$ cat config.mk
export PLATFORM = sky130hd
export DESIGN_NAME = apb_master_bridge
export DESIGN_NICKNAME = d
export VERILOG_FILES = /design/src/rtl/apb_master_pkg.sv /design/src/rtl/apb_timeout_cnt.sv /design/src/rtl/apb_master_bridge.sv
export SDC_FILE = /design/constraint.sdc
export NUM_CORES = 1
export LEC_CHECK = 0
export ABC_AREA = 1
export ABC_CLOCK_PERIOD_IN_PS = 1400
export BUFFER_PORTS_ARGS = -buffer_cell sky130_fd_sc_hd__clkbuf_2
export CAP_MARGIN = 20
export CELL_PAD_IN_SITES_DETAIL_PLACEMENT = 0
export CELL_PAD_IN_SITES_GLOBAL_PLACEMENT = 1
export CORE_MARGIN = 2
export CORE_UTILIZATION = 31
export DETAILED_ROUTE_END_ITERATION = 10
export PLACE_DENSITY_LB_ADDON = 0.25
export SLEW_MARGIN = 20
export SYNTH_ARGS = -nofsm -noshare
export SYNTH_HDL_FRONTEND = slang
export SYNTH_SLANG_ARGS = --single-unit
export TNS_END_PERCENT = 20
$ cat constraint.sdc
create_clock -name pclk -period 1.4 [get_ports pclk]
set_input_delay 0.14 -clock pclk [delete_from_list [all_inputs] [get_ports pclk]]
set_output_delay 0.14 -clock pclk [all_outputs]
set_load 0.005 [all_outputs]
$ cat src/rtl/apb_master_pkg.sv
// Shared types and widths for the APB requester bridge.
// Provides the FSM state enum and the APB address/data widths.
package apb_master_pkg;

  localparam int APB_ADDR_W = 8;
  localparam int APB_DATA_W = 8;

  typedef enum logic [1:0] {
    IDLE,
    SETUP,
    ACCESS,
    RESP
  } state_e;

endpackage

$ cat src/rtl/apb_timeout_cnt.sv
// ACCESS-phase wait counter with expiry compare.
// Ports: clk, rst (sync, high), clear, enable, pready -> expire.
module apb_timeout_cnt
  import apb_master_pkg::*;
#(
  parameter int TIMEOUT_CYCLES = 16
) (
  input  logic clk,
  input  logic rst,
  input  logic clear,
  input  logic enable,
  input  logic pready,
  output logic expire
);

  localparam int CW = $clog2(TIMEOUT_CYCLES + 1);
  localparam logic [CW-1:0] LAST = CW'(TIMEOUT_CYCLES - 1);

  logic [CW-1:0] cnt_q, cnt_d;

  always_comb begin
    cnt_d = cnt_q;
    if (clear) begin
      cnt_d = '0;
    end else if (enable && !pready) begin
      cnt_d = cnt_q + 1'b1;
    end
  end

  // Fires in the ACCESS cycle that would be the last allowed wait;
  // a ready completer in that same cycle takes priority.
  assign expire = enable && !pready && (cnt_q == LAST);

  always_ff @(posedge clk) begin
    if (rst) begin
      cnt_q <= '0;
    end else begin
      cnt_q <= cnt_d;
    end
  end

endmodule

$ cat src/rtl/apb_master_bridge.sv
// APB3 requester: valid/ready command in, one APB transfer, valid/ready rsp out.
// Ports: pclk/preset, cmd_*, rsp_*, APB psel/penable/pwrite/paddr/pwdata/prdata/pready. Option: APB_TIMEOUT_EN.
module apb_master_bridge
  import apb_master_pkg::*;
#(
  parameter int TIMEOUT_CYCLES = 16
) (
  input  logic                  pclk,
  input  logic                  preset,
  input  logic                  cmd_valid,
  output logic                  cmd_ready,
  input  logic                  cmd_write,
  input  logic [APB_ADDR_W-1:0] cmd_addr,
  input  logic [APB_DATA_W-1:0] cmd_wdata,
  output logic                  rsp_valid,
  input  logic                  rsp_ready,
  output logic [APB_DATA_W-1:0] rsp_rdata,
  output logic                  rsp_err,
  output logic                  psel,
  output logic                  penable,
  output logic                  pwrite,
  output logic [APB_ADDR_W-1:0] paddr,
  output logic [APB_DATA_W-1:0] pwdata,
  input  logic [APB_DATA_W-1:0] prdata,
  input  logic                  pready
);

  state_e state_q, state_d;
  logic cmd_ready_q, cmd_ready_d;
  logic psel_q, psel_d;
  logic penable_q, penable_d;
  logic pwrite_q, pwrite_d;
  logic [APB_ADDR_W-1:0] paddr_q, paddr_d;
  logic [APB_DATA_W-1:0] pwdata_q, pwdata_d;
  logic rsp_valid_q, rsp_valid_d;
  logic [APB_DATA_W-1:0] rsp_rdata_q, rsp_rdata_d;
  logic rsp_err_q, rsp_err_d;
  logic expire;

`ifdef APB_TIMEOUT_EN
  apb_timeout_cnt #(
    .TIMEOUT_CYCLES(TIMEOUT_CYCLES)
  ) u_tmo (
    .clk   (pclk),
    .rst   (preset),
    .clear (state_q == SETUP),
    .enable(state_q == ACCESS),
    .pready(pready),
    .expire(expire)
  );
`else
  wire unused_timeout = |TIMEOUT_CYCLES;
  assign expire = 1'b0;
`endif

  always_comb begin
    state_d     = state_q;
    cmd_ready_d = cmd_ready_q;
    psel_d      = psel_q;
    penable_d   = penable_q;
    pwrite_d    = pwrite_q;
    paddr_d     = paddr_q;
    pwdata_d    = pwdata_q;
    rsp_valid_d = rsp_valid_q;
    rsp_rdata_d = rsp_rdata_q;
    rsp_err_d   = rsp_err_q;
    unique case (state_q)
      IDLE: begin
        if (cmd_valid) begin
          pwrite_d    = cmd_write;
          paddr_d     = cmd_addr;
          pwdata_d    = cmd_wdata;
          psel_d      = 1'b1;
          cmd_ready_d = 1'b0;
          state_d     = SETUP;
        end
      end
      SETUP: begin
        penable_d = 1'b1;
        state_d   = ACCESS;
      end
      ACCESS: begin
        if (pready || expire) begin
          rsp_rdata_d = (pready && !pwrite_q) ? prdata : '0;
          rsp_err_d   = !pready;
          rsp_valid_d = 1'b1;
          psel_d      = 1'b0;
          penable_d   = 1'b0;
          state_d     = RESP;
        end
      end
      RESP: begin
        if (rsp_ready) begin
          rsp_valid_d = 1'b0;
          cmd_ready_d = 1'b1;
          state_d     = IDLE;
        end
      end
      default: state_d = IDLE;
    endcase
  end

  always_ff @(posedge pclk) begin
    if (preset) begin
      state_q     <= IDLE;
      cmd_ready_q <= 1'b1;
      psel_q      <= 1'b0;
      penable_q   <= 1'b0;
      pwrite_q    <= 1'b0;
      paddr_q     <= '0;
      pwdata_q    <= '0;
      rsp_valid_q <= 1'b0;
      rsp_rdata_q <= '0;
      rsp_err_q   <= 1'b0;
    end else begin
      state_q     <= state_d;
      cmd_ready_q <= cmd_ready_d;
      psel_q      <= psel_d;
      penable_q   <= penable_d;
      pwrite_q    <= pwrite_d;
      paddr_q     <= paddr_d;
      pwdata_q    <= pwdata_d;
      rsp_valid_q <= rsp_valid_d;
      rsp_rdata_q <= rsp_rdata_d;
      rsp_err_q   <= rsp_err_d;
    end
  end

  assign cmd_ready = cmd_ready_q;
  assign psel      = psel_q;
  assign penable   = penable_q;
  assign pwrite    = pwrite_q;
  assign paddr     = paddr_q;
  assign pwdata    = pwdata_q;
  assign rsp_valid = rsp_valid_q;
  assign rsp_rdata = rsp_rdata_q;
  assign rsp_err   = rsp_err_q;

endmodule

Word-level counts from Yosys, hierarchy flattened
Index checks and enable logic that the tools add are counted.

storage, ports and cells
  flip-flop bits (word level) = 32
  input port bits = 30
  output and inout bits = 30

operators by class
  equality and inequality tests = 6
  multiplexer cells = 15
  reductions and logical operators = 15

operators with widths
  kind                number
  $reduce_and 3->1    4
  $mux 8              1
  $pmux 1 s2          4
  $pmux 2 s4          1
  $reduce_bool 2->1   4
  $mux 1              6
  $mux 2              3
  $ne 2x2->1 const B  3
  $reduce_and 2->1    3
  $eq 2x2->1 const B  2
  $eq 2x1->1 const B  1
  $logic_not 1->1     2
  $logic_not 2->1     1
  $logic_and 1x1->1   1

Longest topological paths before layout
Gate-level depths: netlist of the first run.

  depth in word-level cells = 3
  mapped depth = 8
  depth with buffers taken out = 8

Worst setup path after synthesis of the first run
OpenSTA, ideal clock, no wires.

  path type = register -> register
  from = register state_q[0]
  to = register rsp_rdata_q[0], in the netlist rsp_rdata[0]
  setup time = 0.116 ns
  arrival time = 1.099 ns
  required time = 1.284 ns
  setup slack = 0.185 ns
  stages on the path, launching flop included = 7
  buffers on the path = 0
  period minus slack after synthesis = 1.215 ns
  cell sequence = dfxtp_1 inv_1 ha_1 nand2_2 clkinv_2 o21ai_0 nor2_1

between the ends
  cells in the longest elaborated chain, start to end = 2

ends and longest elaborated chain
  element                     RTL line                  source
  start: declaration          apb_master_bridge.sv:28   state_e state_q, state_d;
  start signal: assignment    apb_master_bridge.sv:116  state_q <= state_d;
  $eq 2x2->1                  apb_master_bridge.sv:67   unique case (state_q)
  $reduce_and 2->1 (no line)  -
  end signal: assignment      apb_master_bridge.sv:124  rsp_rdata_q <= rsp_rdata_d;
  end: declaration            apb_master_bridge.sv:36   logic [APB_DATA_W-1:0] rsp_rdata_q, rsp_rdata_d;

Every way passes these cells.
A chain may end at the register's enable or synchronous reset.

Worst setup path after layout of the first run
  from = register state_q[0]
  to = register state_q[0]

between the ends
  cells in the longest elaborated chain, start to end = 3
  elaborated cells between the ends (all ways) = 9
  those cells by class = 6 x eq/ne; 1 x mux; 2 x reduce/logical

ends and longest elaborated chain
  element                                        RTL line
  $eq 2x2->1 or $logic_not 2->1 (tied branches)  apb_master_bridge.sv:67
  $ne 2x2->1 (no line)                           -
  $reduce_and 3->1 (no line)                     -

Parallel ways exist; a longest one is shown, timed or not.

==> flow_metrics.py, run 1 <==
metrics = {
    "status": {
        "status": "finished, final reports clean",
    },
    "worst_setup_path": {
        "crit_buf_inv": 1,
        "cp.required_ns": 1.57,
        "cp_slowest_cell": "dfxtp_1",
        "end_kind": "flip-flop",
        "reg2reg_setup_slack_ns": 0.11,
        "arrival_ns": 1.47,
        "crit_path_cell_trace": "inv_1 -> ha_1 -> or2_2 -> nor2_1 -> nor2_1",
        "start_kind": "flip-flop",
        "critPathKind": "reg -> reg",
        "cp_max_fo": 5,
        "crit_family": "simple AND/OR/NAND/NOR gates",
        "path_common_cell": "nor2_1",
        "max_stage_delay_ns": 0.36,
    },
    "placed_design": {
        "gp_congestion": 0.721,
        "place.port_buffers": 59,
        "post-dp-hpwl_um": 2320,
        "pre_cts_ws_ns": 0.0527,
        "place_area_sq_um": 1640,
    },
    "routing": {
        "wl_um": 3140,
        "first_pass_iters": 4,
        "drt_iter0_drc": 57,
        "final_antenna_net_count": 0,
        "vias": 1218,
        "post_drt_wl_per_cell_um": 11.1,
        "drc": 0,
        "viasPerCell": 4.32,
    },
    "synth": {
        "yosysMostFrequentCell": "nor2_1",
        "ys_seq_elements": 32,
        "synth_edf_count": 0,
        "syn_area_per_cell_sq_um": 7.81,
        "syn_nets": 204,
        "yosysWarnings": 0,
        "synth_area_sq_um": 1310,
        "synth-main-ff-cell": "dfxtp_1",
        "synthCells": 168,
        "synth_area_leaders": "dfxtp_1, nor2_1, o21ai_0",
        "yosysSeqAreaShare_pct": 48.8,
        "synth_common_cells": "nor2_1, dfxtp_1, o21ai_0, nand2_1, inv_1",
        "async_flop_share_pct": 0,
        "synth_top_area_share_pct": 48.8,
        "netlist-cell-type-count": 24,
        "yosys.area.top_type": "dfxtp_1",
    },
    "final_layout": {
        "design_area_sq_um": 1760,
        "drive_gt1_share_pct": 34.1,
        "final_nets": 267,
        "fill_cells": 456,
        "syn_to_final_growth_pct": 33.7,
        "fin_util_pct": 43.6,
        "antenna_cells": 0,
    },
    "die": {
        "fp.dieH_um": 69.1,
        "num_io_pins": 60,
        "initial_core_util_pct": 32.6,
        "core-area_sq_um": 4030,
        "dieArea_sq_um": 4770,
        "fp-row-count": 23,
        "die_w_um": 69.1,
    },
    "sta": {
        "hold_viol_final": 0,
        "fin_worst_skew_ns": 0.00661,
        "period_minus_slack_ns": 1.29,
        "setup_violations": 0,
        "grt_setup_unrepaired": "false",
        "fin_setup_tns_ns": 0,
        "max-slew-margin-rel_pct": 83.0,
        "worst_slack_ns": 0.105,
        "worst_pin_slew_ns": 0.253,
        "post-route-period-util_pct": 92.5,
        "clock.fmax_mhz": 772,
        "maxSlewViolCount": 0,
    },
    "clock_tree": {
        "cts.sinks": 32,
        "cts.htree.levels": 2,
        "hold_buffers": 0,
        "tritoncts": "built",
        "clock_latency_ns": 0.28,
        "cts-buffers-inserted": 5,
        "cts_max_path_buffers": 2,
        "clkTransAtPathRegs_ns": 0.07,
        "root_buffer": "clkbuf_8",
    },
    "worst_hold_path": {
        "hold_class": "in -> reg",
    },
    "grt": {
        "grt_overflow": 0,
        "grt_first_pass_wirelength_um": 5290,
        "grt.total_usage_pct": 13.5,
        "grt_pass1_vias": 1134,
        "antenna_found_initial": 0,
        "grt_max_degree": 31,
    },
    "flow_run": {
        "max-cap-violations": 0,
    },
    "power_and_ir_drop": {
        "power_density_nw_per_um2": 1950,
        "leakagePower_nw": 0.895,
        "p_total_mw": 3.41,
        "vdd_drop_max_uv": 812,
    },
}
## through the flow
step / hold WS [ns] / instances
final: 0.0676 / 282
after global routing: 0.0624 / 282
after CTS: 0.0567 / 282
after detailed placement: 0.357 / 274
after global placement: 0.355 / 274
after floorplan: 0.219 / 168
## worst reg2reg max path, delay by kind of cell, from the launching register on
kind | cells | cell delay, ns
AND/OR/NAND/NOR | 3 | 0.45
flip-flops | 1 | 0.36
adder cells (fa/ha/maj) | 1 | 0.28
buffers and inverters | 1 | 0.12
## report_power, final
part           internal [mW]  total (mW)  switching (mW)
Combinational          0.515        1.24           0.721
Sequential              1.17        1.31           0.138
Clock                  0.526       0.873           0.347
## per-layer routing
layer  GRT usage, %  share of wire, %  vias up
met5              0                 0        -
met4           4.58               1.1        0
met3           4.39               5.9        4
met2           22.3                49       32
met1           16.5                44      526
li1               -                 -      656
## path summary, 6_finish.rpt
kind	end	cells after the start	from
worst max register to register	state_q[0]	5	state_q[0]
worst min register to register	rsp_err	2	rsp_err
worst min-delay path	rsp_rdata[5]	2	preset
worst max-delay path	state_q[0]	5	state_q[0]
## registers in the layout, indices dropped and copies added, names as in the netlist
name,flops
psel,1
cmd_ready,1
pwdata,8
paddr,8
penable,1
state_q,2
rsp_err,1
rsp_rdata,8
pwrite,1
rsp_valid,1
## cell families after synthesis
kind of cell	after synthesis	synth area share, %
buf+inv	19	8.01
fa+ha+maj	6	5.72
compound gates	34	13.1
flops	32	48.8
simple gates	77	24.4
## area by class of cell
| cell class | count | area (sq um) | share of cell area [%] |
|---|---|---|---|
| Multi-Input combinational cell | 117 | 569 | 32.4 |
| Sequential cell | 32 | 641 | 36.5 |
| Timing Repair Buffer | 61 | 310 | 17.7 |
| Clock buffer | 5 | 68.8 | 3.92 |
| Tap cell | 50 | 62.6 | 3.56 |
| Inverter | 14 | 61.3 | 3.49 |
| Clock inverter | 3 | 42.5 | 2.42 |
## timing repair
item / in CTS / in global routing
buffers inserted: 0 / 0
hold endpoints to repair: 0 / 0
gates resized for setup: 0 / 3
setup endpoints to repair: 0 / 4
## cells in the final DEF (no fill, tap or decap), types with 4 or more instances in the layout
cell and instances:
nor2_1 48, a21oi_1 9, inv_1 10, nand3_1 4
clkbuf_8 5, ha_1 5, dfxtp_1 32, clkbuf_2 59
o21ai_0 22, nand2_1 17
Power figures use the tool's default switching activity.
==> run 2: changes to the inputs <==
HOLD_SLACK_MARGIN = 0.12   (was default)
SYNTH_HIERARCHICAL = 1   (was default)
==> run 2 against run 1 <==
  * Synthesized area unchanged
  * Routed wire length rose by 3.1%
  * Cell count up 4.3%
  * Largest cell class unchanged
==> flow_metrics.py, run 2 <==
metrics = {
    "grt": {
        "grt_max_degree": 31,
        "grt.total_usage_pct": 13.8,
        "grt_first_pass_wirelength_um": 5430,
        "grt_pass1_vias": 1185,
        "grt_overflow": 0,
        "antenna_found_initial": 0,
    },
    "final_layout": {
        "fin_util_pct": 46.6,
        "mostFrequentLayoutCells": "clkbuf_2, nor2_1, dfxtp_1",
        "drive_gt1_share_pct": 32.4,
        "final_nets": 279,
        "syn_to_final_growth_pct": 42.9,
        "final_common_cell": "clkbuf_2",
        "antenna_cells": 0,
    },
    "die": {
        "initial_core_util_pct": 32.6,
        "num_io_pins": 60,
        "core-area_sq_um": 4030,
        "fp-row-count": 23,
        "dieArea_sq_um": 4770,
        "fp.dieH_um": 69.1,
        "die_w_um": 69.1,
    },
    "sta": {
        "fin_worst_skew_ns": 0.00595,
        "grt_setup_unrepaired": "false",
        "setup_violations": 0,
        "max-slew-margin-rel_pct": 82.5,
        "hold_viol_final": 0,
        "worst_slack_ns": 0.104,
        "period_minus_slack_ns": 1.30,
        "maxSlewViolCount": 0,
        "post-route-period-util_pct": 92.6,
        "worst_pin_slew_ns": 0.261,
        "clock.fmax_mhz": 772,
        "fin_setup_tns_ns": 0,
    },
    "power_and_ir_drop": {
        "p_int_mw": 2.23,
        "pwr-share-seq_pct": 37.9,
        "p_sw_share_pct": 35.2,
        "vdd_drop_max_uv": 813,
        "clock_power_share_pct": 25.4,
        "p_comb_share_pct": 36.7,
        "power_density_nw_per_um2": 1840,
        "leakagePower_nw": 0.945,
        "p_sw_mw": 1.21,
    },
    "routing": {
        "drc": 0,
        "final_antenna_net_count": 0,
        "vias": 1258,
        "wl_um": 3240,
        "first_pass_iters": 4,
        "post_drt_wl_per_cell_um": 11.0,
        "viasPerCell": 4.28,
        "drt_iter0_drc": 56,
    },
    "worst_setup_path": {
        "start_kind": "flip-flop",
        "arrival_ns": 1.47,
        "reg2reg_setup_slack_ns": 0.10,
        "critPathKind": "reg -> reg",
        "cp_max_fo": 5,
        "cp.required_ns": 1.57,
        "reg2reg_depth": 5,
        "end_kind": "flip-flop",
    },
    "synth": {
        "syn_nets": 204,
        "synth_common_cells": "nor2_1, dfxtp_1, o21ai_0, nand2_1, inv_1",
        "netlist-cell-type-count": 24,
        "async_flop_share_pct": 0,
        "ys_seq_elements": 32,
        "synth_edf_count": 0,
        "synth-main-ff-cell": "dfxtp_1",
        "synth_area_sq_um": 1310,
        "yosys.area.top_type": "dfxtp_1",
        "yosysSeqAreaShare_pct": 48.8,
        "yosysWarnings": 6,
        "synth_top_area_share_pct": 48.8,
        "syn_area_per_cell_sq_um": 7.81,
        "synthCells": 168,
        "synth_area_leaders": "dfxtp_1, nor2_1, o21ai_0",
        "yosysMostFrequentCell": "nor2_1",
    },
    "worst_hold_path": {
        "hold_class": "in -> reg",
        "min_path_cells": 3,
    },
    "clock_tree": {
        "clkTransAtPathRegs_ns": 0.06,
        "clock_latency_ns": 0.28,
        "tritoncts": "built",
        "cts.sinks": 32,
        "cts_max_path_buffers": 2,
        "root_buffer": "clkbuf_8",
        "cts.htree.levels": 2,
        "cts-buffers-inserted": 5,
    },
    "placed_design": {
        "post-dp-hpwl_um": 2320,
        "place.port_buffers": 59,
        "gp_congestion": 0.721,
        "pre_cts_ws_ns": 0.0527,
    },
    "status": {
        "status": "finished, final reports clean",
    },
    "flow_run": {
        "max-cap-violations": 0,
    },
}
[run 2: cell counts after synthesis]
No cell type changed its count.
[run 2: critical path, stage by stage (launching register included)]
cell     delay (ns)
dfxtp_1        0.36
inv_1          0.12
ha_1           0.28
or2_2          0.29
nor2_1         0.10
nor2_1         0.06
[run 2: worst paths after layout]
kind,from,to
worst min register to register,rsp_err,rsp_err
worst max-delay path,state_q[0],state_q[0]
worst min-delay path,prdata[6],rsp_rdata[6]
worst max register to register,state_q[0],state_q[0]
[run 2: layout make-up]
cell class | instances | area [sq um]
clock buffer | 5 | 68.8
clock inverter | 3 | 42.5
fill | 448 | 2150
inverter | 14 | 61.3
multi-input combinational | 117 | 569
sequential | 32 | 641
tap | 50 | 62.6
timing repair buffer | 73 | 430
[run 2: cells by family after synthesis]
logic type	synth area share (%)
adder cells (fa/ha/maj)	5.72
flip-flops	48.8
AO/OA/AOI/OAI	13.1
buffers and inverters	8.01
AND/OR/NAND/NOR	24.4
[run 2: timing repair]
action	in CTS	in global routing
endpoints found under the setup margin	0	4
endpoints found under the hold margin	13	0
buffers inserted	0	0
hold buffers	12	0
resized for setup	0	3
[run 2: metrics by stage]
step / std cells / hold slack (ns) / power [mW] / instance area, sq um
after detailed placement: 274 / 0.357 / 2.57 / 1640
after floorplan: 168 / 0.219 / 2.18 / 1310
after CTS: 294 / 0.121 / 3.48 / 1870
after global routing: 294 / 0.140 / 3.73 / 1880
final: 294 / 0.125 / 3.44 / 1880
after global placement: 274 / 0.355 / 2.56 / 1640
[run 2: per-layer routing]
metal  part of all wire, %  track usage (%)
met2                    48             22.8
met1                    45             17.0
met4                   1.1             5.23
met3                   5.5             4.09
met5                     0                0
[run 2: power groups by stage]
stage / combinational [mW] / sequential (mW) / clock (mW)
3_5_place_dp: 1.24 / 1.33 / 0
6_report: 1.26 / 1.31 / 0.874
3_3_place_gp: 1.23 / 1.32 / 0
5_1_grt: 1.46 / 1.34 / 0.941
4_1_cts: 1.27 / 1.31 / 0.901
2_1_floorplan: 0.845 / 1.34 / 0
==> run 3: changes to the inputs <==
CTS_BUF_LIST = sky130_fd_sc_hd__clkbuf_16   (was default)
HOLD_SLACK_MARGIN = default   (was 0.12)
==> run 3 against run 2 <==
  * Via count is 2.1% lower
  * Combinational power hardly changed
  * Non-clock buffer count is 12 lower
  * Fmax hardly changed
  * Cell count is 4.1% lower
  * Setup slack worse by 0.0013 ns
  * Final area is 3.4% lower
  * Die area stayed put
  * Global-route usage is 0.061 points higher
==> flow_metrics.py, run 3 (synthesized netlist as in run 2, its figures left out) <==
metrics = {
    "status": {
        "status": "finished, final reports clean",
    },
    "final_layout": {
        "drive_gt1_share_pct": 34.1,
        "syn_to_final_growth_pct": 38.0,
        "final_common_cell": "clkbuf_2",
        "fin_cells": 282,
        "antenna_cells": 0,
        "final_nets": 267,
        "fin_util_pct": 45.0,
        "mostFrequentLayoutCells": "clkbuf_2, nor2_1, dfxtp_1",
    },
    "die": {
        "fp.dieH_um": 69.1,
        "num_io_pins": 60,
        "initial_core_util_pct": 32.6,
        "fp-row-count": 23,
        "core-area_sq_um": 4030,
        "die_w_um": 69.1,
        "dieArea_sq_um": 4770,
    },
    "sta": {
        "maxSlewViolCount": 0,
        "hold_viol_final": 0,
        "worst_pin_slew_ns": 0.258,
        "grt_setup_unrepaired": "false",
        "fin_setup_tns_ns": 0,
        "holdWs_ns": 0.0712,
        "post-route-period-util_pct": 92.7,
        "period_minus_slack_ns": 1.30,
        "fin_worst_skew_ns": 0.00283,
        "max-slew-margin-rel_pct": 82.8,
        "clock.fmax_mhz": 771,
        "setup_violations": 0,
    },
    "clock_tree": {
        "root_buffer": "clkbuf_16",
        "tritoncts": "built",
        "clock_latency_ns": 0.28,
        "cts_max_path_buffers": 2,
        "hold_buffers": 0,
        "cts.sinks": 32,
        "clkTransAtPathRegs_ns": 0.05,
        "cts.htree.levels": 2,
        "cts-buffers-inserted": 5,
    },
    "routing": {
        "drc": 0,
        "post_drt_wl_per_cell_um": 11.2,
        "final_antenna_net_count": 0,
        "drt_iter0_drc": 66,
        "first_pass_iters": 4,
        "vias": 1232,
        "wl_um": 3150,
        "viasPerCell": 4.37,
    },
    "grt": {
        "grt_pass1_vias": 1138,
        "grt_overflow": 0,
        "grt_first_pass_wirelength_um": 5290,
        "grt_max_degree": 31,
        "antenna_found_initial": 0,
        "grt.total_usage_pct": 13.9,
    },
    "power_and_ir_drop": {
        "p_int_mw": 2.52,
        "p_sw_share_pct": 33.1,
        "pwr-share-seq_pct": 34.7,
        "power_density_nw_per_um2": 2080,
        "vdd_drop_max_uv": 1070,
        "p_comb_share_pct": 32.9,
        "p_sw_mw": 1.25,
        "clock_power_share_pct": 32.5,
        "leakagePower_nw": 0.921,
    },
    "worst_setup_path": {
        "start_kind": "flip-flop",
        "cp.required_ns": 1.55,
        "critPathKind": "reg -> reg",
        "end_kind": "flip-flop",
        "arrival_ns": 1.45,
        "cp_max_fo": 19,
    },
    "placed_design": {
        "post-dp-hpwl_um": 2320,
        "place.port_buffers": 59,
        "gp_congestion": 0.721,
        "place_inst": 274,
    },
    "flow_run": {
        "max-cap-violations": 0,
    },
    "worst_hold_path": {
        "hold_class": "in -> reg",
    },
}
[run 3: timing repair]
item | in CTS | in global routing
endpoints found under the setup margin | 0 | 5
hold endpoints to repair | 0 | 0
gates resized for setup | 0 | 3
setup buffers | 0 | 0
[run 3: path summary, 6_finish.rpt]
kind / from / to / slack [ns] / cells past startpoint
setup / recovery: state_q[0] / cmd_ready / 0.10 / 7
hold / removal: preset / rsp_rdata[5] / 0.07 / 2
setup reg to reg: state_q[0] / cmd_ready / 0.10 / 7
hold reg to reg: rsp_err / rsp_err / 0.44 / 2
[run 3: power by group through the flow]
stage	logic, mW	clock network (mW)	registers [mW]
floorplan	0.845	0	1.34
global placement	1.23	0	1.32
detailed placement	1.24	0	1.33
CTS	1.25	1.26	1.31
global route	1.43	1.29	1.34
finish	1.24	1.22	1.31
[run 3: critical path, stage by stage (launching register included)]
cell and delay, ns:
dfxtp_1 0.32, inv_1 0.16, ha_2 0.24, nand2_4 0.14, inv_8 0.15, nand2_1 0.06, nand2_1 0.05, nand3_1 0.05
[run 3: cell type report]
| class | count | area (sq um) |
|---|---|---|
| Fill cell | 445 | 2220 |
| Timing Repair Buffer | 61 | 310 |
| Clock inverter | 3 | 42.5 |
| Tap cell | 50 | 62.6 |
| Clock buffer | 5 | 125 |
| Inverter | 14 | 61.3 |
| Multi-Input combinational cell | 117 | 569 |
| Sequential cell | 32 | 641 |
[run 3: through the flow]
stage | power (mW) | setup slack, ns | area [sq um]
floorplan | 2.18 | 0.185 | 1310
global placement | 2.56 | 0.0911 | 1640
detailed placement | 2.57 | 0.0527 | 1640
CTS | 3.81 | 0.0454 | 1810
global route | 4.06 | 0.00693 | 1810
finish | 3.77 | 0.103 | 1810
[run 3: layer usage]
metal / vias to the layer above / track usage, % / wire length (um)
li1: 657 / - / -
met1: 533 / 16.5 / 1410
met2: 35 / 22.1 / 1480
met3: 7 / 4.82 / 200
met4: 0 / 7.19 / 68
met5: - / 0 / 0
